**config.mk**
```make
export PLATFORM = sky130hd
export DESIGN_NAME = acc_poll_sequencer_flat
export DESIGN_NICKNAME = d
export VERILOG_FILES = /design/src/rtl/acc_poll_sequencer_if.sv /design/src/rtl/acc_poll_sequencer.sv /design/src/flat_wrapper.sv
export SDC_FILE = /design/constraint.sdc
export NUM_CORES = 1
export LEC_CHECK = 0
export CAP_MARGIN = 5
export CORE_MARGIN = 2
export CORE_UTILIZATION = 55
export DETAILED_ROUTE_END_ITERATION = 10
export DONT_BUFFER_PORTS = 1
export PLACE_DENSITY = 0.7
export REMOVE_ABC_BUFFERS = 1
export SKIP_LAST_GASP = 1
export SLEW_MARGIN = 20
export SYNTH_ARGS = -nofsm -noshare
export SYNTH_HDL_FRONTEND = slang
export SYNTH_SLANG_ARGS = --single-unit
```
**constraint.sdc**
```tcl
create_clock -name clk12M -period 3.5 [get_ports clk12M]
set_input_delay 0.7 -clock clk12M [delete_from_list [all_inputs] [get_ports clk12M]]
set_output_delay 0.7 -clock clk12M [all_outputs]
set_load 0.05 [all_outputs]
```
**src/rtl/acc_poll_sequencer_if.sv**
```systemverilog
`timescale 1ns/1ps
// Command/response handshake between the accelerometer poll sequencer and the
// byte-level I2C engine. "master" is the command issuer.
interface acc_poll_if;
   logic       cmd_valid;
   logic       cmd_ready;
   logic [2:0] cmd_op;
   logic [7:0] cmd_wdata;
   logic       rsp_valid;
   logic [7:0] rsp_rdata;
   logic       rsp_nack;

   modport master (output cmd_valid, cmd_op, cmd_wdata,
                   input  cmd_ready, rsp_valid, rsp_rdata, rsp_nack);
   modport slave  (input  cmd_valid, cmd_op, cmd_wdata,
                   output cmd_ready, rsp_valid, rsp_rdata, rsp_nack);
endinterface

```
**src/rtl/acc_poll_sequencer.sv**
```systemverilog
`timescale 1ns/1ps
// Configures the accelerometer once, then on every poll tick burst-reads six
// data bytes over the I2C engine and publishes signed X/Y/Z samples.
module acc_poll_sequencer #(
   parameter logic [6:0]  DEV_ADDR = 7'h19,
   parameter logic [7:0]  CTRL_REG = 8'h20,
   parameter logic [7:0]  CTRL_VAL = 8'h57,
   parameter logic [7:0]  DATA_REG = 8'h28,
   parameter int unsigned POLL_DIV = 120000
) (
   input  logic               clk12M,
   input  logic               rst_n,
   acc_poll_if.master         bus,
   output logic signed [15:0] acc_x,
   output logic signed [15:0] acc_y,
   output logic signed [15:0] acc_z,
   output logic               sample_valid,
   output logic               init_done,
   output logic               busy,
   output logic [7:0]         err_cnt
);
   typedef enum logic [2:0] {
      OP_START = 3'd0, OP_RSTART = 3'd1, OP_WRITE = 3'd2,
      OP_READ_ACK = 3'd3, OP_READ_NACK = 3'd4, OP_STOP = 3'd5
   } op_t;

   typedef enum logic [2:0] {
      ST_INIT_WAIT, ST_INIT, ST_IDLE, ST_RD, ST_ERR_STOP
   } state_t;

   typedef struct packed {
      op_t        op;
      logic [7:0] wdata;
   } cmd_t;

   localparam int unsigned   TW        = (POLL_DIV > 1) ? $clog2(POLL_DIV) : 1;
   localparam logic [TW-1:0] TICK_LAST = TW'(POLL_DIV - 1);
   localparam logic [3:0]    INIT_LAST = 4'd4;
   localparam logic [3:0]    RD_LAST   = 4'd11;

   logic [TW-1:0] tick_cnt;
   logic          tick;
   logic          pending;
   logic          outstanding;
   logic          leave;
   state_t        state;
   logic [3:0]    step;
   logic [3:0]    step_last;
   logic [2:0]    byte_idx;
   logic [7:0]    shadow [6];
   cmd_t          next_cmd;

   // Command script: step k of the init or read transaction.
   function automatic cmd_t cmd_at(input state_t s, input logic [3:0] k);
      cmd_t c;
      c.op    = OP_STOP;
      c.wdata = '0;
      if (s == ST_INIT) begin
         case (k)
            4'd0:    c.op = OP_START;
            4'd1:    begin c.op = OP_WRITE; c.wdata = {DEV_ADDR, 1'b0}; end
            4'd2:    begin c.op = OP_WRITE; c.wdata = CTRL_REG; end
            4'd3:    begin c.op = OP_WRITE; c.wdata = CTRL_VAL; end
            default: c.op = OP_STOP;
         endcase
      end else if (s == ST_RD) begin
         case (k)
            4'd0:                         c.op = OP_START;
            4'd1:                         begin c.op = OP_WRITE; c.wdata = {DEV_ADDR, 1'b0}; end
            4'd2:                         begin c.op = OP_WRITE; c.wdata = DATA_REG | 8'h80; end
            4'd3:                         c.op = OP_RSTART;
            4'd4:                         begin c.op = OP_WRITE; c.wdata = {DEV_ADDR, 1'b1}; end
            4'd5, 4'd6, 4'd7, 4'd8, 4'd9: c.op = OP_READ_ACK;
            4'd10:                        c.op = OP_READ_NACK;
            default:                      c.op = OP_STOP;
         endcase
      end
      return c;
   endfunction

   always_comb begin
      tick      = (tick_cnt == TICK_LAST);
      leave     = ((state == ST_INIT_WAIT) || (state == ST_IDLE)) && pending;
      next_cmd  = cmd_at(state, step + 4'd1);
      step_last = (state == ST_INIT) ? INIT_LAST : (state == ST_RD) ? RD_LAST : '0;
   end

   always_ff @(posedge clk12M or negedge rst_n) begin
      if (!rst_n) tick_cnt <= '0;
      else        tick_cnt <= tick ? '0 : tick_cnt + TW'(1);
   end

   always_ff @(posedge clk12M or negedge rst_n) begin
      if (!rst_n) begin
         state         <= ST_INIT_WAIT;
         pending       <= 1'b0;
         outstanding   <= 1'b0;
         step          <= '0;
         byte_idx      <= '0;
         bus.cmd_valid <= 1'b0;
         bus.cmd_op    <= '0;
         bus.cmd_wdata <= '0;
         acc_x         <= '0;
         acc_y         <= '0;
         acc_z         <= '0;
         sample_valid  <= 1'b0;
         init_done     <= 1'b0;
         busy          <= 1'b0;
         err_cnt       <= '0;
         for (int unsigned i = 0; i < 6; i++) shadow[i] <= '0;
      end else begin
         sample_valid <= 1'b0;
         // Leaving an idle state consumes the pending tick, even if a new one lands now.
         if (leave)     pending <= 1'b0;
         else if (tick) pending <= 1'b1;

         if (bus.cmd_valid && bus.cmd_ready) begin
            bus.cmd_valid <= 1'b0;
            outstanding   <= 1'b1;
         end

         case (state)
            ST_INIT_WAIT, ST_IDLE: begin
               if (pending) begin
                  state         <= (state == ST_IDLE) ? ST_RD : ST_INIT;
                  step          <= '0;
                  byte_idx      <= '0;
                  busy          <= 1'b1;
                  bus.cmd_valid <= 1'b1;
                  bus.cmd_op    <= OP_START;
                  bus.cmd_wdata <= '0;
               end
            end
            default: begin
               if (bus.rsp_valid && outstanding) begin
                  outstanding <= 1'b0;
                  if (bus.cmd_op == OP_WRITE && bus.rsp_nack) begin
                     state         <= ST_ERR_STOP;
                     step          <= '0;
                     bus.cmd_valid <= 1'b1;
                     bus.cmd_op    <= OP_STOP;
                     bus.cmd_wdata <= '0;
                  end else if (step == step_last) begin
                     busy <= 1'b0;
                     case (state)
                        ST_INIT: begin
                           init_done <= 1'b1;
                           state     <= ST_IDLE;
                        end
                        ST_RD: begin
                           acc_x        <= $signed({shadow[1], shadow[0]});
                           acc_y        <= $signed({shadow[3], shadow[2]});
                           acc_z        <= $signed({shadow[5], shadow[4]});
                           sample_valid <= 1'b1;
                           state        <= ST_IDLE;
                        end
                        default: begin
                           if (err_cnt != 8'hFF) err_cnt <= err_cnt + 8'd1;
                           state <= init_done ? ST_IDLE : ST_INIT_WAIT;
                        end
                     endcase
                  end else begin
                     if (bus.cmd_op == OP_READ_ACK || bus.cmd_op == OP_READ_NACK) begin
                        shadow[byte_idx] <= bus.rsp_rdata;
                        byte_idx         <= byte_idx + 3'd1;
                     end
                     step          <= step + 4'd1;
                     bus.cmd_valid <= 1'b1;
                     bus.cmd_op    <= next_cmd.op;
                     bus.cmd_wdata <= next_cmd.wdata;
                  end
               end
            end
         endcase
      end
   end
endmodule

```
**src/flat_wrapper.sv**
```systemverilog
// flat-port wrapper written by rule: the top's interface ports become plain ports
module acc_poll_sequencer_flat 
#(
   parameter logic [6:0]  DEV_ADDR = 7'h19,
   parameter logic [7:0]  CTRL_REG = 8'h20,
   parameter logic [7:0]  CTRL_VAL = 8'h57,
   parameter logic [7:0]  DATA_REG = 8'h28,
   parameter int unsigned POLL_DIV = 120000
)
  (clk12M, rst_n, acc_x, acc_y, acc_z, sample_valid, init_done, busy, err_cnt, bus_cmd_valid, bus_cmd_op, bus_cmd_wdata, bus_cmd_ready, bus_rsp_valid, bus_rsp_rdata, bus_rsp_nack);
  acc_poll_if bus_i ();
  input  logic clk12M;
  input  logic rst_n;
  output logic signed [15:0] acc_x;
  output logic signed [15:0] acc_y;
  output logic signed [15:0] acc_z;
  output logic sample_valid;
  output logic init_done;
  output logic busy;
  output logic [7:0] err_cnt;
  output wire logic [$bits(bus_i.cmd_valid)-1:0] bus_cmd_valid;
  output wire logic [$bits(bus_i.cmd_op)-1:0] bus_cmd_op;
  output wire logic [$bits(bus_i.cmd_wdata)-1:0] bus_cmd_wdata;
  input wire logic [$bits(bus_i.cmd_ready)-1:0] bus_cmd_ready;
  input wire logic [$bits(bus_i.rsp_valid)-1:0] bus_rsp_valid;
  input wire logic [$bits(bus_i.rsp_rdata)-1:0] bus_rsp_rdata;
  input wire logic [$bits(bus_i.rsp_nack)-1:0] bus_rsp_nack;
  assign bus_cmd_valid = bus_i.cmd_valid;
  assign bus_cmd_op = bus_i.cmd_op;
  assign bus_cmd_wdata = bus_i.cmd_wdata;
  assign bus_i.cmd_ready = bus_cmd_ready;
  assign bus_i.rsp_valid = bus_rsp_valid;
  assign bus_i.rsp_rdata = bus_rsp_rdata;
  assign bus_i.rsp_nack = bus_rsp_nack;
  acc_poll_sequencer #(.DEV_ADDR(DEV_ADDR), .CTRL_REG(CTRL_REG), .CTRL_VAL(CTRL_VAL), .DATA_REG(DATA_REG), .POLL_DIV(POLL_DIV)) u_core (.clk12M(clk12M), .rst_n(rst_n), .bus(bus_i), .acc_x(acc_x), .acc_y(acc_y), .acc_z(acc_z), .sample_valid(sample_valid), .init_done(init_done), .busy(busy), .err_cnt(err_cnt));
endmodule
```
==> results of run 1 <==
## cells in the final DEF, fill, tap and decap left out, drive strengths merged, types with 10 or more instances in the layout
| cell | instances |
|---|---|
| xor2 | 13 |
| dfrtp | 145 |
| a21oi | 17 |
| inv | 11 |
| xnor2 | 11 |
| o21ai | 10 |
| nand3 | 15 |
| mux2 | 101 |
| nor2 | 29 |
| clkbuf | 20 |
| nand2 | 22 |
## registers in the layout (all words and copies together), names as in the netlist, 3 cells and up
register / flops
u_core.shadow: 48
u_core.step: 4
u_core.state: 3
u_core.bus.cmd_wdata: 5
u_core.bus.cmd_op: 3
u_core.err_cnt: 8
u_core.acc_x: 16
u_core.tick_cnt: 17
u_core.acc_y: 16
u_core.byte_idx: 3
u_core.acc_z: 16
## metal layers
layer  up-vias  GRT usage (%)
met2        96           34.3
met5         -              0
met4         0           7.65
li1       1764              -
met1      1937           26.0
met3        10           7.00
## metrics by stage
stage,setup WS [ns],std cells
2_1_floorplan,0.586,467
3_3_place_gp,0.699,612
3_5_place_dp,0.604,612
4_1_cts,0.578,644
5_1_grt,0.412,644
6_report,0.576,644
## synth_stat cells (2+ instances only)
cell | n | area share [%]
nor4_1 | 4 | 0.40
and3b_1 | 2 | 0.28
nor3b_1 | 2 | 0.24
nor2_1 | 29 | 1.7
xnor2_1 | 11 | 1.5
and2_1 | 2 | 0.20
a22o_1 | 5 | 0.69
buf_4 | 5 | 0.60
dfrtp_1 | 145 | 58
and4_1 | 3 | 0.42
inv_1 | 9 | 0.54
nor2b_1 | 3 | 0.30
buf_2 | 8 | 0.64
and4b_1 | 2 | 0.32
mux2i_1 | 2 | 0.32
or3_1 | 4 | 0.40
ha_1 | 7 | 1.4
or2_2 | 2 | 0.20
mux2_1 | 9 | 1.6
xor2_1 | 13 | 1.8
nand4_1 | 9 | 0.89
and3_1 | 3 | 0.30
nor3_1 | 5 | 0.40
o21a_1 | 3 | 0.36
a31oi_1 | 3 | 0.30
a32o_1 | 2 | 0.32
mux2_2 | 91 | 16
a21oi_1 | 17 | 1.3
o21ai_0 | 10 | 0.79
nand3_1 | 14 | 1.1
nand2_1 | 22 | 1.3
clkbuf_1 | 8 | 0.48
nand2b_1 | 4 | 0.40
o22ai_1 | 3 | 0.30
o211ai_1 | 3 | 0.36
a21o_1 | 3 | 0.36
## area by class of cell
type	instances	area [um2]	area share, %
clock buffers	20	457	6.50
multi-input cells	313	2520	35.9
well taps	143	179	2.55
repair buffers	2	27.5	0.392
inverters	9	33.8	0.481
clock inverters	12	180	2.56
flip-flops and latches	145	3630	51.6
## logic make-up (layout without fill, tap and decap cells)
kind of cell             Yosys count  in the layout  share of synthesized area [%]
adder cells (fa/ha/maj)            7              7                           1.39
AO/OA/AOI/OAI                     59             59                           6.25
buffers and inverters             31             43                           2.42
flip-flops                       145            145                           57.6
XOR/XNOR                          24             24                           3.34
AND/OR/NAND/NOR                  120            120                           10.6
multiplexers                     103            103                           18.4
## power by group
group	switching, W	internal, W	total, W
Sequential	0.000553	0.00188	0.00243
Combinational	0.000489	0.000418	0.000907
Clock	0.000689	0.00123	0.00192
## worst paths after layout
kind	start	end	slack, ns	cells past startpoint
hold / removal	rst_n	u_core.step[1]	-0.01	0
max in group asynchronous	rst_n	u_core.shadow[36]	3.33	0
min in group clk12M	bus_cmd_ready	u_core.bus.cmd_valid	0.38	1
setup reg to reg	u_core.state[1]	u_core.shadow[22]	0.58	5
setup / recovery	u_core.state[1]	u_core.shadow[22]	0.58	5
hold reg to reg	u_core.tick_cnt[4]	u_core.tick_cnt[4]	0.47	1
==> impl_metrics.ini, run 1 <==
[sta]
maxSlewViolCount = 0
period_needed_ns = 2.92
fmax_mhz = 342
tightest_slew_ns = 0.934
hold_viol = 47
relSlewSlack_pct = 37.7
finalClockSkew_ns = 0.00959
timing.final.crit_share_pct = 83.5
totalNegativeSetupSlack_ns = 0
whs_ns = -0.0115
rsz0062_at_grt = no
setup_viol = 0

[worst_setup_path]
endpoint_kind = flop
cpMaxStageDelayCell = a211oi_2
critPathBufInv = 0
crit_chain = nor3b_2 > xnor2_1 > a211oi_2 > and4b_1 > mux2_2
path_max_fanout = 11
path_delay_family = simple AND/OR/NAND/NOR gates
path_class = flop to flop
required_ns = 3.79
crit_path_start_kind = flop
max_stage_delay_ns = 0.65
crit_arrival_ns = 3.22

[drt]
drcViolationCount = 0
drtPass1Iterations = 4
wirelength_mm = 12.1
vias_per_cell = 5.91
wl_met2_mm = 6.04
routedWlPerCell_um = 18.8
wl_met3_um = 718
wl_met1_mm = 5.21
top_layer = met4
drtIter0Drc = 246
vias = 3807
ant_nets = 0

[layout]
area_delta_synth_final_pct = 11.5
antennaDiodeCount = 0
design_area_um2 = 7030
final_util_pct = 62.1
n_fill_cell = 894
drive_gt1_share_pct = 27.1
nets = 508

[die]
start_util_pct = 55.7
rows = 39
ios = 84
die_w_um = 111
chipHeight_um = 111
die_area_um2 = 12300
core_um2 = 11300

[synth]
synth_cell_types = 58
synthArstFlopShare_pct = 100
synth-main-ff-cell = dfrtp_1
yosysWarnings = 0
syn_inst = 489
yosysSeqAreaShare_pct = 57.6
synth_seq_cells = 145
synth_edf_count = 0
synth.avg_cell_area_um2 = 12.9
syn_area_um2 = 6300

[placement]
gp_congestion = 0.796
port_buffers = 0
place_area_um2 = 6390
dp.final_hpwl_mm = 7.75

[global_route]
grtUsageTotal_pct = 20.9
grt_pass1_vias = 3923
antenna_found_initial = 0
grt_overflow = 0
grt_max_degree = 146
grt_pass1_wl_mm = 20.3

[clock_tree]
cts_buffers = 17
ctsLongestPathBuffers = 2
cts_resized = 0
insertion_delay_ns = 0.41
htreeDepth = 4
cts_tree = done
cts_setup_buffers = 0
cts.clk_slew.worst_paths_ns = 0.06
root_buffer = clkbuf_16
cts.sinks = 145

[outcome]
violations = hold timing
status = finished with violations

[power]
max-vdd-ir-drop_v = 0.000447
power.leakage_nw = 3.43
powerDensity_nw_per_um2 = 749
power.total_w = 0.00527

[min_path]
hold_class = input port to async pin

[run]
cap_violations = 0
Note: power is estimated with default switching activity, not from simulation.
==> run 2, diff against run 1 <==
clock period = 3 ns   (was 3.5 ns; I/O delays follow)
==> run 2 against run 1 <==
  * Utilization fell by 0.19 points
  * Clock skew rose by 0.0031 ns
  * The flow still finishes with violations (hold timing)
  * Register-to-register slack got worse by 0.26 ns
==> impl_metrics.ini, run 2 (same netlist as run 1, synthesis figures left out) <==
[layout]
largest_reg_flops = 48
area_delta_synth_final_pct = 11.2
drive_gt1_share_pct = 27.7
final_common_cell = dfrtp_1
final_cells = 648
antennaDiodeCount = 0
top_register = u_core.shadow
reg_top3 = u_core.shadow: 48 flops, u_core.tick_cnt: 17 flops
n_fill_cell = 890
design_area_um2 = 7010
final_cell_mix = dfrtp_1, mux2_2, nor2_1
nets = 512

[clock_tree]
htreeDepth = 4
cts_buffers = 17
ctsLongestPathBuffers = 2
insertion_delay_ns = 0.42
cts_setup_buffers = 0
root_buffer = clkbuf_16
cts.clk_slew.worst_paths_ns = 0.06
cts.sinks = 145
cts_tree = done
cts_resized = 0

[worst_setup_path]
cpMaxStageDelayCell = and4b_1
crit_arrival_ns = 2.98
required_ns = 3.30
critPathBufInv = 1
r2r.worst_path.cells = 6
rrSetupSlack_ns = 0.31
path_class = flop to flop
endpoint_kind = flop
r2r_start = u_core.state[1]
reg2reg_to = u_core.shadow[3]
path_delay_family = simple AND/OR/NAND/NOR gates
crit_path_start_kind = flop
path_max_fanout = 11
max_stage_delay_ns = 0.56
crit_chain = nor3b_2 > xnor2_1 > a211oi_2 > buf_4 > and4b_1 > mux2_2

[placement]
dp.final_hpwl_mm = 7.97
port_buffers = 0
place_ws_ns = 0.360
place_inst = 616
place_area_um2 = 6420
gp_congestion = 0.831

[outcome]
violations = hold timing
status = finished with violations

[sta]
worst_slack_ns = 0.314
relSlewSlack_pct = 39.0
fmax_mhz = 372
setup_viol = 0
maxSlewViolCount = 0
timing.final.crit_share_pct = 89.5
hold_viol = 145
rsz0062_at_grt = no
period_needed_ns = 2.69
whs_ns = -0.120
tightest_slew_ns = 0.914
finalClockSkew_ns = 0.0127
totalNegativeSetupSlack_ns = 0

[die]
ios = 84
die_area_um2 = 12300
rows = 39
start_util_pct = 55.7
die_w_um = 111
core_um2 = 11300
chipHeight_um = 111

[power]
max-vdd-ir-drop_v = 0.000431
power.total_w = 0.00598
power.leakage_nw = 3.43
power_switching_w = 0.00205
p_clk_share_pct = 34.5
p_sw_share_pct = 34.2
p_int_w = 0.00394
p_seq_share_pct = 47.0
power_frac_comb_pct = 18.5
powerDensity_nw_per_um2 = 854

[drt]
vias = 3837
ant_nets = 0
routedWlPerCell_um = 18.6
vias_per_cell = 5.92
drtPass1Iterations = 4
drcViolationCount = 0
wirelength_mm = 12.1
drtIter0Drc = 175

[global_route]
grt_max_degree = 146
grt_pass1_vias = 3915
antenna_found_initial = 0
grt_overflow = 0
grtUsageTotal_pct = 20.9
grt_pass1_wl_mm = 20.5

[min_path]
hold_class = input port to async pin

[run]
cap_violations = 0
run 2: changes by cell type in the layout (fill, tap and decap cells not counted), sizes merged:
cell,delta
bufinv,-2
inv,+2
clkbuf,-2
buf,+4
clkinv,+2
run 2: layer usage:
layer / GRT usage [%] / share of wire [%] / routed length, um / up-vias
met4: 7.74 / 2.1 / 252 / 0
met5: 0 / 0 / 0 / -
met2: 33.0 / 49 / 5950 / 101
li1: - / - / - / 1770
met1: 26.9 / 42 / 5110 / 1940
met3: 7.49 / 6.1 / 732 / 26
run 2: how the worst max path moves through the flow:
stage	slack, ns	end	cells after the start	from
floorplan	0.09	u_core.acc_z[1]	5	u_core.step[0]
finish	0.31	u_core.shadow[3]	6	u_core.state[1]
global placement	0.47	u_core.shadow[20]	6	u_core.state[1]
CTS	0.30	u_core.shadow[3]	6	u_core.state[1]
global route	0.20	u_core.shadow[3]	6	u_core.state[1]
detailed placement	0.36	u_core.shadow[3]	6	u_core.state[1]
run 2: power groups by stage:
stage	clock network (W)	logic, W	registers [W]
finish	0.00207	0.00111	0.00281
global route	0.00220	0.00123	0.00286
CTS	0.00211	0.00111	0.00281
detailed placement	0	0.00109	0.00284
global placement	0	0.00108	0.00283
floorplan	0	0.000853	0.00278
run 2: through the flow:
stage          util [%]  hold slack, ns
2_1_floorplan         -           0.304
3_3_place_gp       56.7           0.310
3_5_place_dp       56.7           0.310
4_1_cts            61.9          -0.140
5_1_grt            61.9          -0.142
6_report           61.9          -0.120
run 2: final cells by class:
type	instances	area, um2	area share, %
inverter	9	33.8	0.482
tap	143	179	2.55
timing repair buffer	6	57.6	0.821
clock buffer	18	429	6.12
clock inverter	14	156	2.23
sequential	145	3630	51.8
multi-input combinational	313	2520	36.0
==> run 3, diff against run 2 <==
PLACE_DENSITY = 0.68   (was 0.7)
==> run 3 against run 2 <==
  * The run still ends with hold timing left
  * Worst hold slack gained 0.0093 ns
  * Clock skew shrank 0.0047 ns
  * Routed wire length grew 0.40%
  * Global-route usage grew 0.062 points
  * Utilization shrank 0.28 points
  * Setup slack gained 0.096 ns
  * Clock power shrank 6%
  * Final cell count is the same
  * Sequential cell count is the same
  * Sequential share of layout area grew 0.23 points
  * Critical endpoint is now u_core.shadow[6]
  * Largest cell class unchanged
  * Highest routed layer unchanged
==> impl_metrics.ini, run 3 (same netlist as run 1, synthesis figures left out) <==
[die]
core_um2 = 11300
start_util_pct = 55.7
die_w_um = 111
chipHeight_um = 111
ios = 84
rows = 39
die_area_um2 = 12300

[worst_setup_path]
r2r.worst_path.cells = 5
required_ns = 3.29
endpoint_kind = flop
setup.worst_path.start = u_core.state[1]
critPathBufInv = 0
path_delay_family = simple AND/OR/NAND/NOR gates
r2r_start = u_core.state[1]
crit_arrival_ns = 2.88
max_stage_delay_ns = 0.56
crit_chain = nor3b_2 > xnor2_1 > a211oi_2 > and4b_1 > mux2_2
cpMaxStageDelayCell = and4b_1
path_class = flop to flop
crit_cells = 5
path_max_fanout = 11
crit_path_start_kind = flop

[layout]
drive_gt1_share_pct = 27.3
area_delta_synth_final_pct = 10.7
multi_input_area_um2 = 2520
final_cell_mix = dfrtp_1, mux2_2, nor2_1
nets = 513
seqCellArea_um2 = 3630
n_fill_cell = 905
largest_reg_flops = 48
final_common_cell = dfrtp_1
antennaDiodeCount = 0
final_util_pct = 61.6
reg_top3 = u_core.shadow: 48 flops, u_core.tick_cnt: 17 flops
top_register = u_core.shadow

[drt]
ant_nets = 0
drcViolationCount = 0
drtIter0Drc = 231
wirelength_mm = 12.1
vias_per_cell = 5.90
drtPass1Iterations = 4
vias = 3825
routedWlPerCell_um = 18.7

[sta]
setup_viol = 0
rsz0062_at_grt = no
timing.final.crit_share_pct = 86.3
period_needed_ns = 2.59
tightest_slew_ns = 0.905
finalClockSkew_ns = 0.00797
maxSlewViolCount = 0
relSlewSlack_pct = 39.7
totalNegativeSetupSlack_ns = 0
hold_viol = 145
fmax_mhz = 386
whs_ns = -0.110

[global_route]
grt_pass1_wl_mm = 20.3
grt_max_degree = 146
grt_overflow = 0
antenna_found_initial = 0
grtUsageTotal_pct = 21.0
grt_pass1_vias = 3844

[clock_tree]
root_buffer = clkbuf_16
cts_tree = done
cts.clk_slew.worst_paths_ns = 0.06
ctsLongestPathBuffers = 2
insertion_delay_ns = 0.41
htreeDepth = 4
cts.sinks = 145
cts_buffers = 17

[min_path]
hold_class = input port to async pin

[placement]
gp_congestion = 0.853
port_buffers = 0
dp.final_hpwl_mm = 8.01

[power]
power.leakage_nw = 3.41
powerDensity_nw_per_um2 = 842
max-vdd-ir-drop_v = 0.000669

[outcome]
violations = hold timing
status = finished with violations

[run]
cap_violations = 0
==> run 3: cell count changes in the layout (fill, tap and decap cells not counted), sizes merged <==
| cell | delta |
|---|---|
| clkbuf | +4 |
| inv | -3 |
| buf | +1 |
| bufinv | -1 |
| clkinv | -1 |
==> run 3: path summary, 6_finish.rpt <==
kind | endpoint | slack, ns
max in group asynchronous | u_core.shadow[6] | 2.94
worst max-delay path | u_core.shadow[6] | 0.41
worst max register to register | u_core.shadow[6] | 0.41
worst min-delay path | u_core.acc_x[0] | -0.11
min in group clk12M | u_core.bus.cmd_valid | 0.28
worst min register to register | u_core.acc_z[3] | 0.48
==> run 3: stage by stage <==
step	hold slack, ns	total power [W]	cells	instance area (um2)	worst slack [ns]
6_report	-0.110	0.00588	648	6980	0.411
5_1_grt	-0.137	0.00616	648	6980	0.215
4_1_cts	-0.134	0.00590	648	6980	0.388
3_5_place_dp	0.308	0.00394	617	6430	0.416
3_3_place_gp	0.309	0.00388	617	6430	0.492
2_1_floorplan	0.304	0.00363	467	6180	0.0865
==> run 3: cell type report <==
cell class / count / share of cell area, %
tap: 143 / 2.56
timing repair buffer: 7 / 0.933
multi-input combinational: 313 / 36.2
clock inverter: 9 / 1.18
clock buffer: 22 / 6.65
sequential: 145 / 52.0
inverter: 9 / 0.484
==> run 3: repair_timing <==
action | CTS | global route
gates resized for setup | 0 | 0
endpoints found under the setup margin | 0 | 0
hold endpoints to repair | 145 | 145
buffers inserted | 0 | 0
==> run 3: power by group <==
| part | internal, W | leakage (nW) | total [W] | switching (W) |
|---|---|---|---|---|
| sequential | 0.00220 | 1.97 | 0.00281 | 0.000610 |
| combinational | 0.000505 | 1.17 | 0.00113 | 0.000623 |
| clock | 0.00118 | 0.266 | 0.00194 | 0.000765 |
| total | 0.00388 | 3.41 | 0.00588 | 0.00200 |
==> run 3: layer usage <==
layer | part of all wire, % | up-vias | global-route usage (%) | routed length (um)
met2 | 47 | 113 | 32.4 | 5700
met1 | 44 | 1941 | 28.0 | 5350
met5 | 0 | - | 0 | 0
li1 | - | 1755 | - | -
met4 | 1.6 | 0 | 8.23 | 189
met3 | 7.1 | 16 | 6.78 | 858
